`src/rtl/icache_downstream_req_arb.sv`:
```
// Round-robin arbiter that moves MSHR refill requests onto the single downstream channel.
// Uses a one-deep registered output stage, and a credit counter caps the number of refills in flight.
module icache_downstream_req_arb #(
    parameter int unsigned ENTRY_NUM  = 8,
    parameter int unsigned PLD_W      = 42,
    parameter int unsigned CREDIT_NUM = 4,
    parameter int unsigned ID_W       = $clog2(ENTRY_NUM),
    localparam int unsigned CNT_W     = $clog2(CREDIT_NUM + 1)
) (
    input  logic                       clk,
    input  logic                       rst_n,
    input  logic [ENTRY_NUM-1:0]       ent_txreq_vld,
    input  logic [ENTRY_NUM*PLD_W-1:0] ent_txreq_pld,
    output logic [ENTRY_NUM-1:0]       ent_txreq_rdy,
    output logic [ENTRY_NUM-1:0]       ent_release_en,
    output logic                       ds_req_vld,
    input  logic                       ds_req_rdy,
    output logic [PLD_W-1:0]           ds_req_pld,
    output logic [ID_W-1:0]            ds_req_entry_id,
    input  logic                       ds_fill_done,
    output logic [CNT_W-1:0]           credit_cnt,
    output logic                       credit_err
);

    logic [ID_W-1:0]      r_rr_ptr,     w_rr_ptr_nxt;
    logic                 r_ds_vld,     w_ds_vld_nxt;
    logic [PLD_W-1:0]     r_ds_pld,     w_ds_pld_nxt;
    logic [ID_W-1:0]      r_ds_id,      w_ds_id_nxt;
    logic [CNT_W-1:0]     r_credit_cnt, w_credit_cnt_nxt;
    logic                 r_credit_err, w_credit_err_nxt;

    logic                 w_found;
    logic [ID_W-1:0]      w_win;
    logic [ID_W-1:0]      w_idx;
    logic [PLD_W-1:0]     w_win_pld;
    logic                 w_slot_free;
    logic                 w_can_grant;
    logic [ENTRY_NUM-1:0] w_grant_oh;

    // Search for the first valid entry, starting at rr_ptr and wrapping around.
    always_comb begin
        w_found = 1'b0;
        w_win   = '0;
        w_idx   = '0;
        for (int unsigned k = 0; k < ENTRY_NUM; k++) begin
            w_idx = ID_W'((32'(r_rr_ptr) + k) % ENTRY_NUM);
            if (!w_found && ent_txreq_vld[w_idx]) begin
                w_found = 1'b1;
                w_win   = w_idx;
            end
        end
    end

    // Select the winner's payload with constant slices only.
    always_comb begin
        w_win_pld = '0;
        for (int unsigned i = 0; i < ENTRY_NUM; i++) begin
            if (w_win == ID_W'(i)) begin
                w_win_pld = ent_txreq_pld[i*PLD_W +: PLD_W];
            end
        end
    end

    // The grant is gated by rst_n so that the combinational grant outputs stay quiet during reset.
    assign w_slot_free = ~r_ds_vld | ds_req_rdy;
    assign w_can_grant = rst_n & w_slot_free & (r_credit_cnt < CNT_W'(CREDIT_NUM)) & w_found;
    assign w_grant_oh  = w_can_grant ? (ENTRY_NUM'(1) << w_win) : '0;

    assign ent_txreq_rdy   = w_grant_oh;
    assign ent_release_en  = w_grant_oh;
    assign ds_req_vld      = r_ds_vld;
    assign ds_req_pld      = r_ds_pld;
    assign ds_req_entry_id = r_ds_id;
    assign credit_cnt      = r_credit_cnt;
    assign credit_err      = r_credit_err;

    // Next state for the pointer, the output stage and the credits.
    always_comb begin
        w_rr_ptr_nxt     = r_rr_ptr;
        w_ds_vld_nxt     = r_ds_vld;
        w_ds_pld_nxt     = r_ds_pld;
        w_ds_id_nxt      = r_ds_id;
        w_credit_cnt_nxt = r_credit_cnt;
        w_credit_err_nxt = r_credit_err;

        if (w_can_grant) begin
            w_rr_ptr_nxt = (w_win == ID_W'(ENTRY_NUM - 1)) ? '0 : w_win + ID_W'(1);
            w_ds_vld_nxt = 1'b1;
            w_ds_pld_nxt = w_win_pld;
            w_ds_id_nxt  = w_win;
        end else if (ds_req_rdy) begin
            w_ds_vld_nxt = 1'b0;
        end

        case ({w_can_grant, ds_fill_done})
            2'b10: w_credit_cnt_nxt = r_credit_cnt + CNT_W'(1);
            2'b01: begin
                if (r_credit_cnt == '0) begin
                    w_credit_err_nxt = 1'b1;
                end else begin
                    w_credit_cnt_nxt = r_credit_cnt - CNT_W'(1);
                end
            end
            default: w_credit_cnt_nxt = r_credit_cnt;
        endcase
    end

    always_ff @(posedge clk or negedge rst_n) begin
        if (!rst_n) begin
            r_rr_ptr     <= '0;
            r_ds_vld     <= 1'b0;
            r_ds_pld     <= '0;
            r_ds_id      <= '0;
            r_credit_cnt <= '0;
            r_credit_err <= 1'b0;
        end else begin
            r_rr_ptr     <= w_rr_ptr_nxt;
            r_ds_vld     <= w_ds_vld_nxt;
            r_ds_pld     <= w_ds_pld_nxt;
            r_ds_id      <= w_ds_id_nxt;
            r_credit_cnt <= w_credit_cnt_nxt;
            r_credit_err <= w_credit_err_nxt;
        end
    end

endmodule

```
`config.mk`:
```
export PLATFORM = sky130hd
export DESIGN_NAME = icache_downstream_req_arb
export DESIGN_NICKNAME = d
export VERILOG_FILES = /design/src/rtl/icache_downstream_req_arb.sv
export SDC_FILE = /design/constraint.sdc
export NUM_CORES = 1
export LEC_CHECK = 0
export ABC_AREA = 1
export BUFFER_PORTS_ARGS = -buffer_cell sky130_fd_sc_hd__buf_2
export CORE_AREA = 5 5 157 159
export DETAILED_ROUTE_END_ITERATION = 10
export DIE_AREA = 0 0 162 164
export PLACE_DENSITY = 0.74
export SLEW_MARGIN = 20
export SYNTH_ARGS = -nofsm -noshare
export SYNTH_HDL_FRONTEND = slang
export SYNTH_SLANG_ARGS = --single-unit
```
`constraint.sdc`:
```
create_clock -name clk -period 3.9 [get_ports clk]
set_clock_uncertainty 0.05 [all_clocks]
set_input_delay 0.585 -clock clk [delete_from_list [all_inputs] [get_ports clk]]
set_output_delay 0.585 -clock clk [all_outputs]
set_load 0.005 [all_outputs]
```
# --- Yosys cells after proc, flatten, opt, wreduce, memory -nomap -nowiden ---
# Index checks and enable logic that the tools add are counted.
word_totals:
  regBits: 53
  latch_bits: 0
  mem_bits_rw: 0
  rom_bits: 0
  inputBits: 348
  word_cells: 107
  mem_count: 0
op_classes:
  addsub: 10
  n_mul: 0
  div_mod_pow: 0
  order_cmp: 9
  eq_ne: 10
  n_shift: 1
  n_mux: 46
  n_bitwise: 5
  reduce_logical: 20
op_table:
  columns: ["op", "n"]
  rows:
  - ["$mux 42", 8]
  - ["$lt 3x4->1 const B", 8]
  - ["$mux 3", 10]
  - ["$bmux 1 s3", 8]
  - ["$mux 1", 18]
  - ["$add 3x3->3 const B", 4]
  - ["$eq 3x3->1 const B", 4]
  - ["$add 3x1->3 const B", 3]
  - ["$mux 8", 1]
  - ["$shl 1x3->8 const A", 1]
  - ["$logic_and 1x1->1", 7]
  - ["$logic_not 1->1", 7]
  - ["$add 3x2->3 const B", 2]
  - ["$eq 3x2->1 const B", 2]
  - ["$logic_not 3->1", 2]
  - ["$pmux 3 s2", 1]
  - ["$reduce_and 2->1", 2]
  - ["$reduce_bool 2->1", 2]
  - ["$and 1x1->1", 3]
  - ["$eq 3x1->1 const B", 1]
  - ["$lt 3x3->1 const B", 1]
  - ["$sub 3x1->3 const B", 1]
  - ["$eq 2x1->1 const B", 1]
  - ["$eq 2x2->1 const B", 1]
  - ["3 further kinds", 3]

# --- Longest topological paths before layout ---
depth:
  word_depth: 33
  mapped_depth: 33

# --- Worst setup path after synthesis ---
# Ideal clock, no wire load.
synth_path:
  kind: "flip-flop to output port"
  startpoint: "register r_rr_ptr[0]"
  endpoint: "output port ent_txreq_rdy[3]"
  arrival_ns: 3.572
  t_required_ns: 3.265
  slack_ns: -0.307
  path_stages_with_launch: 24
  n_path_buf: 6
  cell_sequence: "dfrtp_1 -> buf_4 -> inv_2 -> buf_6 -> ha_1 -> clkbuf_1 -> inv_2 -> nand3_1 -> nand2_1 -> nand2_1 -> nand2_1 -> nand3_1 -> nor2_2 -> nand2_1 -> nor2_1 -> o41ai_1 -> nand2_1 -> ha_1 -> ha_1 -> inv_1 -> clkbuf_1 -> buf_1 -> nor2_1 -> buf_4"
synth_between:
  elab_chain_cells: 26
synth_lines:
  columns: ["item", "line_no", "text"]
  rows:
  - ["start: declaration", "25", "logic [ID_W-1:0] r_rr_ptr, w_rr_ptr_nxt;"]
  - ["start signal: assignment", "117", "r_rr_ptr <= w_rr_ptr_nxt;"]
  - ["parallel branches: the longest is 23 deep, another holds $add 3x1->3", null, null]
  - ["$mux 3 (*)", "47", "if (!w_found && ent_txreq_vld[w_idx]) begin"]
  - ["named net w_win[0]", "33", "logic [ID_W-1:0] w_win;"]
  - ["$shl 1x3->8 (*)", "67", "assign w_grant_oh = w_can_grant ? (ENTRY_NUM'(1) << w_win) : '0;"]
  - ["$mux 8 (*)", "67", null]
  - ["end: declaration", "14", "output logic [ENTRY_NUM-1:0] ent_txreq_rdy,"]
# Mark *: on every way through the listed nets, which the timed path passes. The select of a mux whose other input is x is not followed.

# --- Final worst setup path ---
layout_path:
  startpoint: "register r_rr_ptr[1]"
  endpoint: "output port ent_txreq_rdy[1]"
# The elaborated chain is that of the path after synthesis.

==> impl_metrics.json <==
{
  "clockBufferDepth": 2,
  "syn_to_final_growth_pct": 37.41,
  "path_cells": "inv_2 -> ha_4 -> inv_4 -> nand3_2 -> nand2_1 -> nand2_1 -> nand2_2 -> nand3_2 -> nor2_4 -> nand2_4 -> nor4_4 -> o41ai_2 -> nand2_1 -> buf_6 -> ha_4 -> inv_2 -> nor3_2 -> buf_4 -> buf_2",
  "cp.buffers_inverters": 6,
  "slew_violations": 0,
  "setup_viol": 0,
  "netlist_area_mm2": 0.007515,
  "status": "completed",
  "start_util_pct": 32.50,
  "rsz0062_at_grt": "yes",
  "hp-class": "in -> async",
  "firstDrtPassIters": 6,
  "cts-root-buf": "clkbuf_16",
  "cts_tree": "done",
  "place_area_mm2": 0.009823,
  "cp_slowest_cell": "dfrtp_1",
  "relSlewSlack_pct": 46.50,
  "yosysWarnings": 0,
  "worstRegToRegCells": 25,
  "crit_family": "simple AND/OR/NAND/NOR gates",
  "place_hpwl_um": 28580,
  "fill_cells": 2548,
  "finalSetupTns_ps": 0,
  "nNetsFinal": 2212,
  "synth_seq_cells": 53,
  "cp_max_fo": 6,
  "portBuffers": 413,
  "grtUsageTotal_pct": 25.71,
  "report.final.hold_viol_count": 0,
  "grt_pass1_vias": 9997,
  "gp_congestion": 1.008,
  "slowest_delay_ps": 390,
  "drtIter0Drc": 1076,
  "place_ws_ps": -38.22,
  "ys_types": 37,
  "htree_levels": 2,
  "worst_pin_slew_ps": 802.5,
  "layout.cells.non_filler": 2148,
  "ys_seq_area_share_pct": 17.65,
  "drc": 0,
  "clock_sinks": 53,
  "regArea_mm2": 0.001328,
  "antenna_found_initial": 3,
  "io_pins": 414,
  "grt_pass1_wl_um": 53610,
  "grt_max_degree": 70,
  "worst_slack_ps": 79.48,
  "avgSynthCellArea_um2": 5.060,
  "cp.arrival_ps": 3190,
  "wl_um": 35930,
  "stdcell_area_mm2": 0.01033,
  "clk_pin_slew_ps": 80,
  "core_area_mm2": 0.02312,
  "postSynthNetCount": 1841,
  "critical_path.most_common_cell": "nand2_1",
  "period_share_pct": 97.96,
  "grt-ovfl-total": 0,
  "drv_cap": 0,
  "rows": 56,
  "cp.depth": 19,
  "drive_above_1_share_pct": 29.99,
  "vias_per_cell": 4.863,
  "die-area_mm2": 0.02657,
  "synthCells": 1485,
  "dpl.cell_count": 2128,
  "routedWlPerCell_um": 16.73,
  "dieHeight_um": 164,
  "cp.required_ps": 3260,
  "die_w_um": 162,
  "min_period_ps": 3821,
  "cp-start-kind": "register",
  "path_class": "reg -> out",
  "vias": 10445,
  "cts_made_buffers": 5,
  "ant_nets": 0,
  "cts_hold_buf": 0,
  "clock_latency_ps": 310,
  "fmax_mhz": 261.7,
  "multi_input_area_mm2": 0.004938,
  "worstSetupEndpointType": "output pin"
}
-- cell families (layout without fill, tap and decap cells) --
group	after synthesis	count (layout)	share of synthesized area (%)
buf+inv	370	742	20.13
other cells	0	1	0
compound gates	113	113	8.758
simple gates	936	936	51.45
fa+ha+maj	8	8	1.432
flops	53	53	17.65
xor+xnor	5	5	0.5829
-- synthesized netlist by cell type, drive strengths merged --
| master | instances | share of area (%) |
|---|---|---|
| o41ai | 1 | 0.12 |
| fa | 1 | 0.27 |
| clkinv | 1 | 0.050 |
| nor4 | 1 | 0.083 |
| nor3 | 4 | 0.42 |
| nand2 | 644 | 33 |
| a31oi | 4 | 0.33 |
| xnor2 | 2 | 0.23 |
| nand4 | 70 | 5.8 |
| o21ai | 62 | 4.1 |
| a21oi | 22 | 1.5 |
| xor2 | 3 | 0.35 |
| clkbuf | 45 | 2.2 |
| o22ai | 1 | 0.083 |
| a22o | 19 | 2.2 |
| a21boi | 1 | 0.10 |
| nor2 | 151 | 8.0 |
| buf | 55 | 4.4 |
| ha | 7 | 1.2 |
| o21bai | 1 | 0.10 |
| o31ai | 1 | 0.10 |
| dfrtp | 53 | 18 |
| nand3 | 66 | 4.5 |
| inv | 269 | 13 |
| o2111ai | 1 | 0.12 |
-- stage by stage --
step                utilization (%)  hold slack, ps
global route                  44.66           418.6
CTS                           43.59           408.8
global placement              42.48           410.5
finish                        44.66           392.5
floorplan                         -           239.4
detailed placement            42.48           410.5
-- routing by layer --
layer	up-vias	global-route usage, %	wire (um)
li1	5202	-	-
met1	4543	28.67	13000
met2	605	47.83	18190
met3	91	4.617	2993
met4	4	11.15	1719
met5	-	0	24
-- repair_timing --
item	CTS	global route
gates resized for setup	17	44
setup endpoints to repair	19	46
endpoints found under the hold margin	0	0
pin swaps	3	15
setup buffers	3	8
-- flip-flops by register name (all words and copies together), names as in the netlist --
| register | cells |
|---|---|
| ds_req_entry_id | 3 |
| ds_req_vld | 1 |
| credit_err | 1 |
| credit_cnt | 3 |
| ds_req_pld | 42 |
| r_rr_ptr | 3 |
-- final cells by class --
type,instances,share of cell area (%)
Tap cell,290,3.514
Multi-Input combinational cell,1062,47.82
Inverter,270,9.863
Timing Repair Buffer,464,24.46
Clock inverter,3,0.2423
Clock buffer,5,1.212
Antenna cell,1,0.02423
Sequential cell,53,12.86
-- final timing paths --
| kind | start | to | slack [ps] |
|---|---|---|---|
| setup / recovery | r_rr_ptr[1] | ent_txreq_rdy[1] | 80 |
| hold / removal | rst_n | ds_req_pld[37] | 390 |
| setup reg to reg | r_rr_ptr[1] | ds_req_pld[40] | 210 |
| hold reg to reg | ds_req_pld[32] | ds_req_pld[32] | 430 |
| max in group asynchronous | rst_n | r_rr_ptr[2] | 2820 |
| min in group clk | ds_req_rdy | ds_req_vld | 420 |
-- placed cells by master, fill, tap and decap left out, types with 26 or more instances in the layout --
cell type,count
buf_4,44
nand3_1,56
o21ai_0,60
inv_2,26
dfrtp_1,52
buf_2,412
nand4_1,70
nor2_1,139
nand2_1,627
inv_1,241
Power is left out: the tool's default activity adds up to more than one toggle a clock period on the data nets, which glitch-free logic cannot reach.
